===== config.mk =====
export PLATFORM = sky130hd
export DESIGN_NAME = quadrature_decoder_flat
export DESIGN_NICKNAME = d
export VERILOG_FILES = /design/src/rtl/light_pkg.sv /design/src/rtl/quadrature_decoder_if.sv /design/src/rtl/quadrature_decoder_contact.sv /design/src/rtl/quadrature_decoder.sv /design/src/flat_wrapper.sv
export SDC_FILE = /design/constraint.sdc
export NUM_CORES = 1
export LEC_CHECK = 0
export CORE_MARGIN = 5
export CORE_UTILIZATION = 40
export DETAILED_ROUTE_END_ITERATION = 10
export HOLD_SLACK_MARGIN = 0.1
export PLACE_DENSITY = 0.61
export SYNTH_ARGS = -nofsm -noshare
export SYNTH_HDL_FRONTEND = slang
export SYNTH_SLANG_ARGS = --single-unit

===== constraint.sdc =====
create_clock -name clk_i -period 5.5 [get_ports clk_i]
set_clock_uncertainty 0.05 [all_clocks]
set_input_delay 1.1 -clock clk_i [delete_from_list [all_inputs] [get_ports clk_i]]
set_output_delay 1.1 -clock clk_i [all_outputs]
set_load 0.02 [all_outputs]

===== src/rtl/light_pkg.sv =====
// Shared constants for the rotary-encoder front end: FSM encoding,
// debounce counter width and the idle contact level.
package light_pkg;

   localparam int DEBOUNCE_CNT_W = 16;

   // Both contacts are pulled up, so a resting encoder reads {a,b} = 11.
   localparam logic [1:0] IDLE_LEVEL = 2'b11;

   localparam logic [2:0] ST_IDLE_ENC = 3'd0;
   localparam logic [2:0] ST_R1_ENC   = 3'd1;
   localparam logic [2:0] ST_R2_ENC   = 3'd2;
   localparam logic [2:0] ST_R3_ENC   = 3'd3;
   localparam logic [2:0] ST_L1_ENC   = 3'd4;
   localparam logic [2:0] ST_L2_ENC   = 3'd5;
   localparam logic [2:0] ST_L3_ENC   = 3'd6;
   localparam logic [2:0] ST_WAIT_ENC = 3'd7;

   typedef enum logic [2:0] {
      S_IDLE = ST_IDLE_ENC,
      S_R1   = ST_R1_ENC,
      S_R2   = ST_R2_ENC,
      S_R3   = ST_R3_ENC,
      S_L1   = ST_L1_ENC,
      S_L2   = ST_L2_ENC,
      S_L3   = ST_L3_ENC,
      S_WAIT = ST_WAIT_ENC
   } state_t;

endpackage


===== src/rtl/quadrature_decoder_if.sv =====
// Encoder pins in, debounced levels and detent strobes out.
interface quadrature_decoder_if;

   logic a_i;
   logic b_i;
   logic a_db_o;
   logic b_db_o;
   logic inc_o;
   logic dec_o;
   logic err_o;

   modport master (
      output a_i,
      output b_i,
      input  a_db_o,
      input  b_db_o,
      input  inc_o,
      input  dec_o,
      input  err_o
   );

   modport slave (
      input  a_i,
      input  b_i,
      output a_db_o,
      output b_db_o,
      output inc_o,
      output dec_o,
      output err_o
   );

endinterface


===== src/rtl/quadrature_decoder_contact.sv =====
// One encoder contact: two-flop synchroniser followed by a stability counter
// that only lets a new level through after DEBOUNCE_CYCLES steady cycles.
module contact_debouncer
   import light_pkg::*;
#(
   parameter int DEBOUNCE_CYCLES = 100
) (
   input  logic clk_i,
   input  logic rst_i,
   input  logic raw,
   output logic db
);

   localparam logic [DEBOUNCE_CNT_W-1:0] LAST_CNT = DEBOUNCE_CNT_W'(DEBOUNCE_CYCLES - 1);

   logic                      sync1_reg;
   logic                      sync2_reg;
   logic [DEBOUNCE_CNT_W-1:0] cnt_reg;
   logic                      db_reg;

   // Synchroniser resets high to match the idle (pulled-up) contact level.
   always_ff @(posedge clk_i) begin
      if (!rst_i) begin
         sync1_reg <= 1'b1;
         sync2_reg <= 1'b1;
      end else begin
         sync1_reg <= raw;
         sync2_reg <= sync1_reg;
      end
   end

   // Any cycle where the synchronised level agrees with db restarts the window.
   always_ff @(posedge clk_i) begin
      if (!rst_i) begin
         cnt_reg <= '0;
         db_reg  <= 1'b1;
      end else if (sync2_reg != db_reg) begin
         if (cnt_reg == LAST_CNT) begin
            db_reg  <= sync2_reg;
            cnt_reg <= '0;
         end else begin
            cnt_reg <= cnt_reg + 1'b1;
         end
      end else begin
         cnt_reg <= '0;
      end
   end

   assign db = db_reg;

endmodule


===== src/rtl/quadrature_decoder.sv =====
// Rotary-encoder front end: debounces A/B and walks the Gray-code detent
// cycle, pulsing inc/dec once per completed detent and err on illegal jumps.
module quadrature_decoder
   import light_pkg::*;
#(
   parameter int CLOCK_FREQ_MHZ = 100,
   parameter int DELAY_IN_US    = 1
) (
   input  logic                 clk_i,
   input  logic                 rst_i,
   quadrature_decoder_if.slave  bus
);

   localparam int DEBOUNCE_CYCLES = CLOCK_FREQ_MHZ * DELAY_IN_US;

   logic [1:0] raw;
   logic [1:0] db;

   // Bit 1 carries contact A, bit 0 contact B, so db reads directly as {a,b}.
   assign raw = {bus.a_i, bus.b_i};

   generate
      for (genvar gi = 0; gi < 2; gi++) begin : g_contact
         contact_debouncer #(
            .DEBOUNCE_CYCLES(DEBOUNCE_CYCLES)
         ) u_contact (
            .clk_i (clk_i),
            .rst_i (rst_i),
            .raw   (raw[gi]),
            .db    (db[gi])
         );
      end
   endgenerate

   state_t state_reg;
   state_t state_next;
   logic   inc_reg;
   logic   inc_next;
   logic   dec_reg;
   logic   dec_next;
   logic   err_reg;
   logic   err_next;

   always_ff @(posedge clk_i) begin
      if (!rst_i) begin
         state_reg <= S_IDLE;
         inc_reg   <= 1'b0;
         dec_reg   <= 1'b0;
         err_reg   <= 1'b0;
      end else begin
         state_reg <= state_next;
         inc_reg   <= inc_next;
         dec_reg   <= dec_next;
         err_reg   <= err_next;
      end
   end

   // Any pair not listed for a state is the unchanged pair, which holds.
   always_comb begin
      state_next = state_reg;
      inc_next   = 1'b0;
      dec_next   = 1'b0;
      err_next   = 1'b0;
      case (state_reg)
         S_IDLE: begin
            case (db)
               2'b01:   state_next = S_R1;
               2'b10:   state_next = S_L1;
               2'b00:   begin state_next = S_WAIT; err_next = 1'b1; end
               default: ;
            endcase
         end
         S_R1: begin
            case (db)
               2'b00:   state_next = S_R2;
               2'b11:   state_next = S_IDLE;
               2'b10:   begin state_next = S_WAIT; err_next = 1'b1; end
               default: ;
            endcase
         end
         S_R2: begin
            case (db)
               2'b10:   state_next = S_R3;
               2'b01:   state_next = S_R1;
               2'b11:   begin state_next = S_WAIT; err_next = 1'b1; end
               default: ;
            endcase
         end
         S_R3: begin
            case (db)
               2'b11:   begin state_next = S_IDLE; inc_next = 1'b1; end
               2'b00:   state_next = S_R2;
               2'b01:   begin state_next = S_WAIT; err_next = 1'b1; end
               default: ;
            endcase
         end
         S_L1: begin
            case (db)
               2'b00:   state_next = S_L2;
               2'b11:   state_next = S_IDLE;
               2'b01:   begin state_next = S_WAIT; err_next = 1'b1; end
               default: ;
            endcase
         end
         S_L2: begin
            case (db)
               2'b01:   state_next = S_L3;
               2'b10:   state_next = S_L1;
               2'b11:   begin state_next = S_WAIT; err_next = 1'b1; end
               default: ;
            endcase
         end
         S_L3: begin
            case (db)
               2'b11:   begin state_next = S_IDLE; dec_next = 1'b1; end
               2'b00:   state_next = S_L2;
               2'b10:   begin state_next = S_WAIT; err_next = 1'b1; end
               default: ;
            endcase
         end
         S_WAIT: begin
            if (db == IDLE_LEVEL) begin
               state_next = S_IDLE;
            end
         end
         default: state_next = S_IDLE;
      endcase
   end

   assign bus.a_db_o = db[1];
   assign bus.b_db_o = db[0];
   assign bus.inc_o  = inc_reg;
   assign bus.dec_o  = dec_reg;
   assign bus.err_o  = err_reg;

endmodule


===== src/flat_wrapper.sv =====
// flat-port wrapper written by rule: the top's interface ports become plain ports
module quadrature_decoder_flat import light_pkg::*;
#(
   parameter int CLOCK_FREQ_MHZ = 100,
   parameter int DELAY_IN_US    = 1
)
  (clk_i, rst_i, bus_a_i, bus_b_i, bus_a_db_o, bus_b_db_o, bus_inc_o, bus_dec_o, bus_err_o);
  quadrature_decoder_if bus_i ();
  input  logic clk_i;
  input  logic rst_i;
  input wire logic [$bits(bus_i.a_i)-1:0] bus_a_i;
  input wire logic [$bits(bus_i.b_i)-1:0] bus_b_i;
  output wire logic [$bits(bus_i.a_db_o)-1:0] bus_a_db_o;
  output wire logic [$bits(bus_i.b_db_o)-1:0] bus_b_db_o;
  output wire logic [$bits(bus_i.inc_o)-1:0] bus_inc_o;
  output wire logic [$bits(bus_i.dec_o)-1:0] bus_dec_o;
  output wire logic [$bits(bus_i.err_o)-1:0] bus_err_o;
  assign bus_i.a_i = bus_a_i;
  assign bus_i.b_i = bus_b_i;
  assign bus_a_db_o = bus_i.a_db_o;
  assign bus_b_db_o = bus_i.b_db_o;
  assign bus_inc_o = bus_i.inc_o;
  assign bus_dec_o = bus_i.dec_o;
  assign bus_err_o = bus_i.err_o;
  quadrature_decoder #(.CLOCK_FREQ_MHZ(CLOCK_FREQ_MHZ), .DELAY_IN_US(DELAY_IN_US)) u_core (.clk_i(clk_i), .rst_i(rst_i), .bus(bus_i));
endmodule

==> run summary, run 1 <==
fraction of layout cells with a size suffix above 1: 5.68%
family with the most delay on the worst path: buffers and inverters
hpwl dp: 2.59 mm
Final Hold Fails: 0
max reg flops: 32
Tmin final: 2.62 ns
CP Class: flip-flop to output port
crit share post-route: 47.6%
Hold Buf Count CTS: 0
Setup crit start: u_core.g_contact[0].u_contact.db
Crit Reg-Reg Startpoint: u_core.g_contact[0].u_contact.db
final-stage net count: 276
CP peak stage delay: 0.67 ns
Post-synth ARST share: 0%
Root Buffer: clkbuf_8
FF-to-FF setup slack: 3.36 ns
row count: 27
EDFF count, synth: 0
drt first pass iters: 4
Primary FF master, synth: dfxtp_1
Total GRT Usage: 11.3%
Via density: 5.06
status: complete, no violations
Slew @ Worst Pin: 0.608 ns
Final Util: 44.8%
I/O Pins: 9
Slew headroom: 59.4%
Routed Antenna Nets: 0
Hold WC Path Type: flip-flop to flip-flop
Synthesized Nets: 272
clock-pin slew on the worst setup and hold paths: 0.09 ns
Worst VDD drop: 223 µV
CP Data Required Time: 4.35 ns
Starting Density: 40.9%
area of the core: 5440 µm²
post-synth top area share: 39.6%
Final TNS setup: 0 ns
drt wl/cell: 11.5 µm
GPL Wtd Cong: 0.836
largest net degree at the start of global routing: 21
final setup fails: 0
Clock Tree Buf Depth: 2
#FFs+latches synth: 44
first-pass GRT wire length: 6.86 mm
Antenna Cells: 0
critical path fanouts, max: 8
most frequent cells after synthesis: dfxtp_1, nor2_1, nand2_1, xor2_1, nand3_1
Yosys top cell by area: dfxtp_1
post-route cell area: 2440 µm²
Pwr Density: 236 nW/µm²
kind of start point of the critical path: flip-flop
WP buf/inv: 1
# fillers: 520
First DRT Iteration DRCs: 78
antenna violations before repair: 0
most common cell in the synthesized netlist: dfxtp_1
Post-CTS Resized: 0
reg2reg path depth: 7
Min-Delay Path Depth: 1
reg2reg end: u_core.state_reg[1]
Cells after Synth: 259
total wire length: 3.87 mm
Yosys cell types: 44
Crit-path slowest cell: clkdlybuf4s50_1
Crit. End Element: output port
IO buf count: 8
Area Growth Syn to Fin: 9.62%
synthesized area: 2220 µm²
postcts setup bufs: 0
RSZ-0062 raised after global routing: false
Final Slew Violations: 0
vias: 1701
GRT overflow: 0
Seq/Total Area, Yosys: 39.6%
Cells after DPL: 328
Synth area leaders: dfxtp_1, xor2_1, nor2_1, ha_1, nand3_1
synth warn: 0
Placed Area: 2330 µm²
max-capacitance violation count: 0
Die ar.: 7150 µm²
Chip Height: 84.6 µm
vias in the first global route: 1532
hold path start: u_core.g_contact[0].u_contact.sync1_reg
arrival time worst endpoint: 1.47 ns
worst-path cell chain: clkdlybuf4s50_1
# DRC: 0
critical path depth: 1
CTS tree: done
H-tree Lvls: 2
fmax: 382 MHz
Finished Layout Cells: 336
CTS Buf Count: 5
Hold EP: u_core.g_contact[0].u_contact.sync2_reg
clock latency on the worst-skew pair: 0.29 ns
synthesized area per cell: 8.58 µm²
Sink Count: 44
Die Wd: 84.6 µm
Leak: 0.857 nW
==> stage by stage <==
step           power (mW)  hold slack [ns]  worst slack, ns
3_3_place_gp        0.336            0.341             2.64
6_report            0.575            0.364             2.88
3_5_place_dp        0.336            0.343             2.56
5_1_grt             0.598            0.381             2.76
2_1_floorplan       0.333            0.336             3.44
4_1_cts             0.582            0.365             2.86
==> logic make-up after synthesis <==
group,after synthesis,share of synthesized area (%)
buf+inv,21,4.73
mux,6,2.76
fa+ha+maj,9,5.06
xor+xnor,26,10.2
flops,44,39.6
compound gates,35,9.96
simple gates,118,27.6
==> layout by cell type, fill, tap and decap left out, types with 6 or more instances in the layout <==
cell	Yosys	layout
dfxtp_1	44	44
nor2_1	37	37
nand2_1	21	21
xor2_1	17	17
nand3_1	16	16
o21ai_0	11	11
inv_1	10	10
xnor2_1	9	9
a21oi_1	9	9
ha_1	9	9
clkdlybuf4s50_1	0	8
nor4_1	6	6
nor3_1	6	6
==> layer usage <==
| metal | global-route usage (%) | part of all wire (%) | vias to the layer above |
|---|---|---|---|
| met4 | 3.45 | 0.78 | 0 |
| li1 | - | - | 900 |
| met5 | 0 | 0 | - |
| met1 | 14.9 | 50 | 780 |
| met2 | 17.9 | 46 | 17 |
| met3 | 3.34 | 3.3 | 4 |
==> area by class of cell <==
| type | count | area (µm²) | share of cell area [%] |
|---|---|---|---|
| Multi-Input combinational cell | 194 | 1240 | 50.8 |
| Sequential cell | 44 | 881 | 36.1 |
| Tap cell | 72 | 90.1 | 3.70 |
| Timing Repair Buffer | 8 | 80.1 | 3.29 |
| Clock buffer | 5 | 68.8 | 2.82 |
| Clock inverter | 3 | 42.5 | 1.75 |
| Inverter | 10 | 37.5 | 1.54 |
==> power breakdown <==
group          leakage (nW)  internal [mW]  switching, mW
clock                0.0541          0.134          0.112
sequential            0.355          0.320        0.00124
combinational         0.448        0.00334        0.00403
total                 0.857          0.458          0.118
==> how the worst max path moves through the flow <==
stage,to,slack (ns)
2_1_floorplan,u_core.state_reg[0],3.44
3_3_place_gp,u_core.g_contact[1].u_contact.cnt_reg[13],2.64
3_5_place_dp,u_core.g_contact[1].u_contact.cnt_reg[13],2.56
4_1_cts,bus_a_db_o,2.86
6_report,bus_b_db_o,2.88
5_1_grt,u_core.g_contact[1].u_contact.cnt_reg[13],2.76
Note: power is estimated with default switching activity, not from simulation.
==> inputs of run 2 (changes only) <==
==> constraint.sdc (replaced) <==
create_clock -name clk_i -period 2.63 [get_ports clk_i]
set_clock_uncertainty 0.05 [all_clocks]
set_input_delay 0.526 -clock clk_i [delete_from_list [all_inputs] [get_ports clk_i]]
set_output_delay 0.526 -clock clk_i [all_outputs]
set_load 0.02 [all_outputs]
==> run 2 against run 1 <==
Clock power rose by 68%. Sequential cell count did not move. Critical path depth rose by 6. Largest power group unchanged. Count of clock-buffer cells in the layout did not move. Sequential share of layout area rose by 0.24 points. Die area did not move. Sequential power rose by 110%. Highest routed layer unchanged. Final cell count rose by 0.30%.
==> run summary, run 2 (synthesis results as in run 1) <==
crit share post-route: 82.3%
GRT overflow: 0
Final TNS setup: 0 ns
Min-Delay Path Depth: 1
critical path fanouts, max: 8
Starting Density: 40.9%
Leak: 0.856 nW
switching power: 242 µW
antenna violations before repair: 0
commonest non-fill, non-tap cells in the layout: dfxtp_1, nor2_1, nand2_1
max reg flops: 32
Final Hold Fails: 0
Hold EP: u_core.g_contact[0].u_contact.sync2_reg
Post-CTS Resized: 0
reg2reg path depth: 7
Hold Buf Count CTS: 0
Sink Count: 44
fmax: 462 MHz
IO buf count: 8
arrival time worst endpoint: 2.34 ns
First DRT Iteration DRCs: 86
Slew @ Worst Pin: 0.587 ns
Crit Reg-Reg Startpoint: u_core.g_contact[0].u_contact.db
postcts setup bufs: 0
vias: 1722
Final WS setup: 0.466 ns
Via density: 5.11
Placed Area: 2330 µm²
fraction of layout cells with a size suffix above 1: 6.04%
clock share of power: 37.6%
area of the core: 5440 µm²
GPL Wtd Cong: 0.789
Hold WS: 0.360 ns
clock latency on the worst-skew pair: 0.30 ns
Die Wd: 84.6 µm
# DRC: 0
drt first pass iters: 4
final-stage net count: 277
worst slack at placement: 0.482 ns
Antenna Cells: 0
Worst VDD drop: 357 µV
kind of start point of the critical path: flip-flop
CP Class: flip-flop to flip-flop
CTS tree: done
total wire length: 3.80 mm
Final Slew Violations: 0
Clock Tree Buf Depth: 2
Final Util: 44.5%
Net Sw Frac: 21.9%
Hold WC Path Type: flip-flop to flip-flop
FF-to-FF setup slack: 0.47 ns
Die ar.: 7150 µm²
clock-pin slew on the worst setup and hold paths: 0.08 ns
max-capacitance violation count: 0
hold path start: u_core.g_contact[0].u_contact.sync1_reg
combinational cell fraction of total power: 1.5%
reg2reg end: u_core.state_reg[2]
I/O Pins: 9
hpwl dp: 2.67 mm
row count: 27
drt wl/cell: 11.3 µm
Int Power: 862 µW
Chip Height: 84.6 µm
Slew headroom: 60.7%
H-tree Lvls: 2
RSZ-0062 raised after global routing: false
Reg power frac: 60.8%
Total GRT Usage: 11.7%
CTS Buf Count: 5
final setup fails: 0
largest net degree at the start of global routing: 21
Pwr Density: 456 nW/µm²
Routed Antenna Nets: 0
status: complete, no violations
post-route cell area: 2420 µm²
CP Data Required Time: 2.80 ns
most common cell after layout, fill and taps aside: dfxtp_1
Tmin final: 2.16 ns
Area Growth Syn to Fin: 8.89%
Crit. End Element: flip-flop
first-pass GRT wire length: 6.94 mm
vias in the first global route: 1546
Root Buffer: clkbuf_8
## run 2: cell count changes in the layout (fill, tap and decap cells not counted), sizes merged
cell      before  now
clkinv         1    3
bufinv         1    0
clkinvlp       1    0
buf            0    1
## run 2: critical path, cell delays in order (launching register included)
cell	delay, ns
dfxtp_1	0.52
inv_1	0.14
ha_1	0.33
and2_0	0.15
o21ai_1	0.13
a21oi_1	0.10
a311oi_2	0.44
mux2i_1	0.22
## run 2: power groups by stage
stage | registers (mW) | logic (mW) | clock network (mW)
3_5_place_dp | 0.688 | 0.0171 | 0
5_1_grt | 0.673 | 0.0188 | 0.468
3_3_place_gp | 0.688 | 0.0169 | 0
4_1_cts | 0.672 | 0.0172 | 0.438
6_report | 0.672 | 0.0169 | 0.416
2_1_floorplan | 0.687 | 0.00916 | 0
## run 2: worst max-delay path by stage
stage                               end                        startpoint
finish              u_core.state_reg[2]  u_core.g_contact[0].u_contact.db
global route        u_core.state_reg[1]  u_core.g_contact[0].u_contact.db
CTS                 u_core.state_reg[2]  u_core.g_contact[0].u_contact.db
detailed placement  u_core.state_reg[0]  u_core.g_contact[0].u_contact.db
global placement    u_core.state_reg[0]  u_core.g_contact[0].u_contact.db
floorplan           u_core.state_reg[0]  u_core.g_contact[0].u_contact.db
## run 2: layout make-up
| type | count | area [µm²] |
|---|---|---|
| Timing Repair Buffer | 9 | 87.6 |
| Clock buffer | 5 | 68.8 |
| Clock inverter | 3 | 18.8 |
| Tap cell | 72 | 90.1 |
| Inverter | 10 | 37.5 |
| Sequential cell | 44 | 881 |
| Multi-Input combinational cell | 194 | 1240 |
| Fill cell | 535 | 3020 |
## run 2: layer usage
metal / GRT usage (%) / up-vias / part of all wire (%)
li1: - / 905 / -
met1: 15.2 / 790 / 49
met2: 18.2 / 21 / 46
met3: 3.83 / 6 / 3.6
met4: 3.88 / 0 / 1.7
met5: 0 / - / 0
## run 2: stage by stage
step / cells / power [mW]
after global placement: 329 / 0.704
after CTS: 337 / 1.13
after detailed placement: 329 / 0.705
after global routing: 337 / 1.16
after floorplan: 259 / 0.696
final: 337 / 1.10
